**src/rtl/div_seq_pkg.sv**
```systemverilog
// Shared definitions for the EX-stage iterative divider and its pipeline hooks.
package div_seq_pkg;

    // Architectural register width and pipeline control vector width.
    localparam int unsigned REG_DATA_WIDTH = 32;
    localparam int unsigned CTRL_WIDTH     = 6;

    // Position of the EX stage request in the controller's stall vector
    // (bit order: PC, IF, ID, EX, MEM, WB).
    localparam int unsigned STALL_EX_BIT   = 3;

    // Divider sequencer states.
    typedef enum logic [1:0] {
        DIV_IDLE = 2'b00,
        DIV_ZERO = 2'b01,
        DIV_BUSY = 2'b10,
        DIV_DONE = 2'b11
    } div_state_e;

endpackage

```
**src/rtl/div_seq_step.sv**
```systemverilog
// One restoring-division iteration: shift {rem, quo} left and trial-subtract.
module div_step
    import div_seq_pkg::*;
#(
    parameter int unsigned DATA_W = REG_DATA_WIDTH
) (
    input  logic [DATA_W-1:0] rem,
    input  logic [DATA_W-1:0] quo,
    input  logic [DATA_W-1:0] divisor,
    output logic [DATA_W-1:0] rem_next,
    output logic [DATA_W-1:0] quo_next
);

    logic [DATA_W:0] shifted;
    logic            fits;

    // Partial remainder gains the next dividend bit; keep the difference if
    // the divisor fits, otherwise restore. The remainder stays below the
    // divisor, so the result always fits back into DATA_W bits.
    always_comb begin
        shifted = {rem, quo[DATA_W-1]};
        fits    = (shifted >= {1'b0, divisor});
        if (fits) begin
            rem_next = shifted[DATA_W-1:0] - divisor;
            quo_next = {quo[DATA_W-2:0], 1'b1};
        end else begin
            rem_next = shifted[DATA_W-1:0];
            quo_next = {quo[DATA_W-2:0], 1'b0};
        end
    end

endmodule

```
**src/rtl/div_seq.sv**
```systemverilog
// EX-stage DIV/DIVU sequencer: accepts one operation, runs DATA_W restoring
// iterations, stalls the pipeline while busy and holds {HI, LO} until EX moves on.
module div_seq
    import div_seq_pkg::*;
#(
    parameter int unsigned DATA_W = REG_DATA_WIDTH,
    parameter int unsigned CNT_W  = 6
) (
    input  logic                clk,
    input  logic                rst_n,
    input  logic                start,
    input  logic                signed_div,
    input  logic [DATA_W-1:0]   dividend,
    input  logic [DATA_W-1:0]   divisor,
    input  logic                cancel,
    output logic                stall_req,
    output logic                ready,
    output logic [2*DATA_W-1:0] result
);

    div_state_e          state_q;
    logic [CNT_W-1:0]    cnt_q;
    logic [DATA_W-1:0]   rem_q;
    logic [DATA_W-1:0]   quo_q;
    logic [DATA_W-1:0]   dvs_q;
    logic                neg_dvd_q;
    logic                neg_dvs_q;
    logic                signed_q;
    logic                ready_q;
    logic [2*DATA_W-1:0] result_q;

    logic [DATA_W-1:0]   rem_nx;
    logic [DATA_W-1:0]   quo_nx;
    logic                dvd_neg;
    logic                dvs_neg;
    logic [DATA_W-1:0]   dvd_abs;
    logic [DATA_W-1:0]   dvs_abs;
    logic [DATA_W-1:0]   quo_fix;
    logic [DATA_W-1:0]   rem_fix;
    logic                last_iter;

    div_step #(
        .DATA_W (DATA_W)
    ) u_step (
        .rem      (rem_q),
        .quo      (quo_q),
        .divisor  (dvs_q),
        .rem_next (rem_nx),
        .quo_next (quo_nx)
    );

    // Operand magnitudes at accept; signs only matter for DIV.
    always_comb begin
        dvd_neg = signed_div & dividend[DATA_W-1];
        dvs_neg = signed_div & divisor[DATA_W-1];
        dvd_abs = dvd_neg ? -dividend : dividend;
        dvs_abs = dvs_neg ? -divisor  : divisor;
    end

    // Sign fix-up of the final iteration's output, written once into result.
    // The magnitude of -2^(DATA_W-1) negates back to itself, so the
    // overflow case -2^(DATA_W-1) / -1 needs no special handling.
    always_comb begin
        quo_fix   = (signed_q & (neg_dvd_q ^ neg_dvs_q)) ? -quo_nx : quo_nx;
        rem_fix   = (signed_q & neg_dvd_q) ? -rem_nx : rem_nx;
        last_iter = (cnt_q == CNT_W'(DATA_W - 1));
    end

    // Stall request to the pipeline controller; a flush always wins.
    always_comb begin
        stall_req = 1'b0;
        if (!cancel) begin
            stall_req = ((state_q == DIV_IDLE) && start) ||
                        (state_q == DIV_BUSY) ||
                        (state_q == DIV_ZERO);
        end
    end

    assign ready  = ready_q;
    assign result = result_q;

    // Sequencer: accept, iterate, publish result and hold it while EX stays.
    always_ff @(posedge clk or negedge rst_n) begin
        if (!rst_n) begin
            state_q   <= DIV_IDLE;
            cnt_q     <= '0;
            rem_q     <= '0;
            quo_q     <= '0;
            dvs_q     <= '0;
            neg_dvd_q <= 1'b0;
            neg_dvs_q <= 1'b0;
            signed_q  <= 1'b0;
            ready_q   <= 1'b0;
            result_q  <= '0;
        end else begin
            case (state_q)
                DIV_IDLE: begin
                    if (start && !cancel) begin
                        if (divisor != '0) begin
                            rem_q     <= '0;
                            quo_q     <= dvd_abs;
                            dvs_q     <= dvs_abs;
                            neg_dvd_q <= dvd_neg;
                            neg_dvs_q <= dvs_neg;
                            signed_q  <= signed_div;
                            cnt_q     <= '0;
                            state_q   <= DIV_BUSY;
                        end else begin
                            // Raw dividend parked in quo_q for the HI value.
                            quo_q   <= dividend;
                            state_q <= DIV_ZERO;
                        end
                    end
                end
                DIV_BUSY: begin
                    if (cancel) begin
                        state_q <= DIV_IDLE;
                    end else begin
                        rem_q <= rem_nx;
                        quo_q <= quo_nx;
                        cnt_q <= cnt_q + CNT_W'(1);
                        if (last_iter) begin
                            result_q <= {rem_fix, quo_fix};
                            ready_q  <= 1'b1;
                            state_q  <= DIV_DONE;
                        end
                    end
                end
                DIV_ZERO: begin
                    if (cancel) begin
                        state_q <= DIV_IDLE;
                    end else begin
                        result_q <= {quo_q, {DATA_W{1'b1}}};
                        ready_q  <= 1'b1;
                        state_q  <= DIV_DONE;
                    end
                end
                DIV_DONE: begin
                    if (!start || cancel) begin
                        result_q <= '0;
                        ready_q  <= 1'b0;
                        state_q  <= DIV_IDLE;
                    end
                end
                default: begin
                    state_q <= DIV_IDLE;
                end
            endcase
        end
    end

endmodule

```
**config.mk**
```make
export PLATFORM = sky130hd
export DESIGN_NAME = div_seq
export DESIGN_NICKNAME = d
export VERILOG_FILES = /design/src/rtl/div_seq_pkg.sv /design/src/rtl/div_seq_step.sv /design/src/rtl/div_seq.sv
export SDC_FILE = /design/constraint.sdc
export NUM_CORES = 1
export LEC_CHECK = 0
export BUFFER_PORTS_ARGS = -buffer_cell sky130_fd_sc_hd__clkbuf_2
export CORE_MARGIN = 2
export CORE_UTILIZATION = 60
export DETAILED_ROUTE_END_ITERATION = 8
export PLACE_DENSITY = 0.89
export SKIP_LAST_GASP = 1
export SLEW_MARGIN = 10
export SYNTH_ARGS = -nofsm -noshare
export SYNTH_HDL_FRONTEND = slang
export SYNTH_SLANG_ARGS = --single-unit
```
**constraint.sdc**
```tcl
create_clock -name clk -period 4.9 [get_ports clk]
set_clock_uncertainty 0.15 [all_clocks]
set_input_delay 0.98 -clock clk [delete_from_list [all_inputs] [get_ports clk]]
set_output_delay 0.98 -clock clk [all_outputs]
set_load 0.03 [all_outputs]
```
---- Yosys cells after proc, flatten, opt, wreduce, memory -nomap -nowiden ----
Index checks and enable logic that the tools add are counted.
W data, S select, Z words.
cells by class
  add/sub/neg operators ................... 6
  magnitude comparators ................... 1
  equal/unequal tests ..................... 11
  mux-type cells .......................... 36
  bitwise logic cells ..................... 5
  reductions and logical operators ........ 16
operators with widths
  kind                   count
  $mux W32               11
  $mux W64               4
  $pmux W64 S3           1
  $neg A32 Y32           4
  $pmux W32 S2           2
  $ge A33 B32 Y1         1
  $reduce_bool A32 Y1    1
  $sub A32 B32 Y32       1
  $mux W6                3
  $mux W2                6
  $pmux W6 S2            1
  $reduce_and A3 Y1      3
  $ne A2 B2 Y1 const B   4
  $pmux W2 S4            1
  $add A6 B1 Y6 const B  1
  $eq A6 B5 Y1 const B   1
  $mux W1                6
  $reduce_and A5 Y1      1
  $and A1 B1 Y1          4
  $eq A2 B2 Y1 const B   2
  $ne A2 B1 Y1 const B   2
  $reduce_and A4 Y1      1
  $logic_or A1 B1 Y1     3
  $ne A3 B3 Y1 const B   1
  other kinds (8)        10
storage, ports and cells
  bits in registers ....................... 172
  input bits .............................. 69
  output and inout bits ................... 66

---- Depth between registers and ports, before layout ----
  depth after elaboration ................. 7
  mapped depth ............................ 21
  depth with buffers taken out ............ 17

---- Hierarchy ----
Synthesis repeated with hierarchy kept, for this count alone.
unflattened totals
  cells, all modules ...................... 1587
  area, all modules ....................... 12712.2 sq um
by module, submodules not included
  module    times used  cells an instance  area each (sq um)  seq. area each (sq um)
  div_seq   1           1163               9973.3             4304.1
  div_step  1           424                2738.9             0.0

---- Worst setup path before layout ----
No wires, ideal clock.
  path kind ............................... register to register
  start ................................... reg rem_q[5]
  end ..................................... reg result_q[22] (netlist: result[22])
  arrival time ............................ 4.064 ns
  setup slack ............................. 0.556 ns
  stages on the path, launching flop included .. 20
  clock period less this slack ............ 4.344 ns
  path through ............................ dfrtp_1 > ha_1 > a21oi_1 > o21ai_1 > a22o_1 > o31ai_2 > a21oi_4 > inv_2 > buf_6 > buf_2 > buf_2 > buf_2 > ha_1 > nand2_1 > or2_2 > nor3_1 > a21oi_1 > xor2_1 > nor2_1 > o21ai_0
on the way
  longest elaborated chain between the ends .. 7
RTL lines
  what                    RTL line            RTL
  from (decl)             div_seq.sv:23       logic [DATA_W-1:0] rem_q;
  from (signal assigned)  div_seq.sv:119      rem_q <= rem_nx;
  $ge A33 B32 Y1          div_seq_step.sv:22  fits = (shifted >= {1'b0, divisor});
  $mux W1                 div_seq_step.sv:23  if (fits) begin
  $neg A32 Y32            div_seq.sv:64       quo_fix = (signed_q & (neg_dvd_q ^ neg_dvs_q)) ? -quo_nx : quo_nx;
  $mux W32                div_seq.sv:64
  $mux W64                div_seq.sv:122      if (last_iter) begin
  $mux W64                div_seq.sv:116      if (cancel) begin
  $pmux W64 S3            div_seq.sv:96       case (state_q)
  to (signal assigned)    div_seq.sv:123      result_q <= {rem_fix, quo_fix};
  to (signal assigned)    div_seq.sv:133      result_q <= {quo_q, {DATA_W{1'b1}}};
  to (decl)               div_seq.sv:30       logic [2*DATA_W-1:0] result_q;
No other way between the ends. The select of a mux whose other input is x is not followed.
A chain may end at the register's enable or synchronous reset.

---- Worst setup path after layout ----
  start ................................... reg rem_q[10]
  end ..................................... reg result_q[57] (netlist: result[57])
on the way
  longest elaborated chain between the ends .. 7
  elaborated cells on any way between the ends .. 8
  those cells by class .................... 2 x add/sub; 1 x order compare; 5 x mux
RTL lines
  what                                                       RTL line                                RTL
  $sub A32 B32 Y32 / $ge A33 B32 Y1 (equally long branches)  div_seq_step.sv:24, div_seq_step.sv:22
  $mux W32 *                                                 div_seq_step.sv:23
  $neg A32 Y32                                               div_seq.sv:65                           rem_fix = (signed_q & neg_dvd_q) ? -rem_nx : rem_nx;
  $mux W32 *                                                 div_seq.sv:65
  $mux W64 *                                                 div_seq.sv:122
  $mux W64 *                                                 div_seq.sv:116
  $pmux W64 S3 *                                             div_seq.sv:96
Mark *: on every way between the ends. The rest lies on a longest branch, timed or not. The select of a mux whose other input is x is not followed.

==> metrics.cfg <==
[run]
cap_viol_max_count=0

[timing]
slew_headroom_pct=34.49
timing.final.max_slew_violations=0
setup-violations-final=0
fin_tns_setup_ns=0
rsz0062_at_grt=no
worst_pin_slew_ns=0.9826
period_share_pct=93.47
finalCriticalPeriod_ns=4.580
fin_worst_hold_slack_ns=0.3294
achievable-frequency_ghz=0.2183
hold_violation_total_from_the_final_report=0

[synthesis]
largest_area_contributor_in_the_netlist=dfrtp_1
post_synth_fa_ha_maj_area_fraction_pct=4.303
synth.distinct_cells=84
avgSynthCellArea_sq_um=7.933
synth_top_family_by_area=compound AO/OA/AOI/OAI gates
synth-compound-area-share_pct=24.16
synth-edff-count=0
post-synth-top-count-cell=nand2_1
netlist_top_cells_area=dfrtp_1, o21ai_0, nand2_1, nor2_1, xor2_1
ys.warnings.count=0
dominantRegCellSynth=dfrtp_1
syn-cell-area_sq_um=12680
flip_flop_and_latch_count_after_synthesis=172
synthXorXnorAreaFrac_pct=9.051
post_synth_most_frequent_cells=nand2_1, nor2_1, dfrtp_1, o21ai_0, a21oi_1
synth_fp_nets=1710
synth-simple-area-share_pct=21.66
synth_seq_area_share_pct=33.95
synthMuxAreaShare_pct=2.073
synth_async_sr_flop_share_pct=100.0
synthDominantCellAreaShare_pct=33.95
syn_inst=1598

[worst_hold_path]
min-delay-path-class=flip-flop to flip-flop

[setup_path]
cp.arrival_ns=4.75
worst_setup_path_end_kind=flip-flop
cp-start-kind=flip-flop
crit_required_ns=5.07
timing.reg2reg.setup_slack_ns=0.32
path_max_fanout=43
path_class=flip-flop to flip-flop

[clocking]
cts_tree=done
cts_made_buffers=17
clock_path_buffers=2
numClockSinks=172
clock_insertion_delay_worst_skew_ns=0.44
cts.hold.buffers_added=0
htreeDepth=4
clk_slew_on_worst_s_h_paths_ns=0.07
clk_root_buffer_cell=clkbuf_16

[power_and_ir_drop]
power.ir.vdd_worst_uv=400.0
power_per_cell_area_nw_per_um2=606.9
total_leakage_power_nw=6.335
fin_total_pwr_mw=8.547

[placement]
finalWeightedCongestion=0.9844
dp_hpwl_um=28060
buffer_ports.inserted=134

[cells_and_area]
nets=1789
flow.area_growth_from_synthesis_pct=11.09
utilization_pct=67.42
final_layout_size_suffix_gt1_share_pct=13.08
antenna_cells=0

[outcome]
run_status=complete, no violations

[die]
rows=53
floorplan.die.width_um=149.4
placeableCoreArea_sq_um=20890
die_h_um=149.4
initial_core_util_pct=60.69
die_area_sq_um=22310
io_pins=135

[route]
routed-via-count=12630
route.antenna.remaining_nets=0
initial_drt_markers=1375
wl_per_cell_um=19.01
drt_wl_total_um=37350
drt_first_pass_iters=6
detail_route.drc_violations=0
vias_per_cell=6.427

[grt]
number_of_global_route_vias_before_repair=11620
grt_util_all_layers_pct=33.81
grt_max_degree=101
wire_length_of_the_first_global_routing_pass_um=60060
grt_antenna_before_repair=0
overflow=0

[path summary, 6_finish.rpt]
check / start / endpoint / cells past startpoint
hold reg to reg: dvs_q[21] / dvs_q[21] / 2
max in group asynchronous: rst_n / dvs_q[15] / 2
setup reg to reg: rem_q[10] / result[57] / 13
min in group asynchronous: rst_n / result[47] / 1
setup / recovery: rem_q[10] / result[57] / 13
hold / removal: dvs_q[21] / dvs_q[21] / 2
[metrics by stage]
step                      instances  cell area, sq um  setup slack [ns]
after CTS                      1965             14080            0.4484
after floorplan                1598             12680            0.5561
after detailed placement       1933             13470            0.4858
final                          1965             14080            0.3200
after global routing           1965             14080           0.05766
after global placement         1933             13470            0.5484
[cell families after synthesis]
group,after synthesis
simple gates,593
compound gates,484
flops,172
buf+inv,149
xor+xnor,131
fa+ha+maj,43
mux,26
[report_power, final]
group / leakage, nW / total (mW) / switching, mW / internal, mW
clock network: 0.295 / 1.42 / 0.639 / 0.776
logic: 3.89 / 4.56 / 3.08 / 1.48
registers: 2.15 / 2.57 / 0.588 / 1.98
[timing repair]
action | in CTS | in global routing
resized for setup | 0 | 1
setup endpoints to repair | 0 | 1
setup buffers | 0 | 0
[routing by layer]
layer	share of wire, %	track usage [%]
met1	41	45.51
met2	46	53.49
met3	8.3	5.199
met4	5.0	16.29
met5	0	0
[cell type report]
| cell class | count | area (sq um) |
|---|---|---|
| clock buffers | 18 | 429.2 |
| clock inverters | 14 | 178.9 |
| fillers | 1685 | 6805 |
| inverters | 54 | 202.7 |
| multi-input cells | 1277 | 7777 |
| flip-flops and latches | 172 | 4304 |
| well taps | 275 | 344.1 |
| repair buffers | 155 | 847.1 |
[cell usage in the layout (no fill, tap or decap), types with 19 or more instances in the layout]
master    Yosys  final
xnor2_1      50     50
or3_1        21     20
clkbuf_2      0    133
o21ai_0     150    150
nand2b_1     19     19
ha_1         42     41
xor2_1       81     81
dfrtp_1     172    172
nand3_1      25     25
inv_1        53     53
a221oi_1     20     20
nand2_1     199    199
buf_4         1     20
a21oi_1     137    136
mux2i_1      24     24
nor3_1       34     33
o31ai_1      31     31
nor2_1      197    197
[sequential cells by signal, summed over array words and instances (netlist names)]
register and count:
dvs_q 32, signed_q 1, rem_q 32, quo_q 32, neg_dvd_q 1, neg_dvs_q 1, result 64, cnt_q 6
ready 1, state_q 2
[critical path, cell delays in order (launching register included)]
cell	delay [ns]
dfrtp_1	0.45
ha_1	0.54
nand3_1	0.24
nor4_1	0.31
a21boi_2	0.37
o31ai_2	0.17
a21oi_4	0.17
buf_4	0.49
mux2i_1	0.52
o2111ai_1	0.27
o41ai_2	0.29
xnor2_1	0.14
a221oi_2	0.27
nor2_1	0.08
Note: power is estimated with default switching activity, not from simulation.
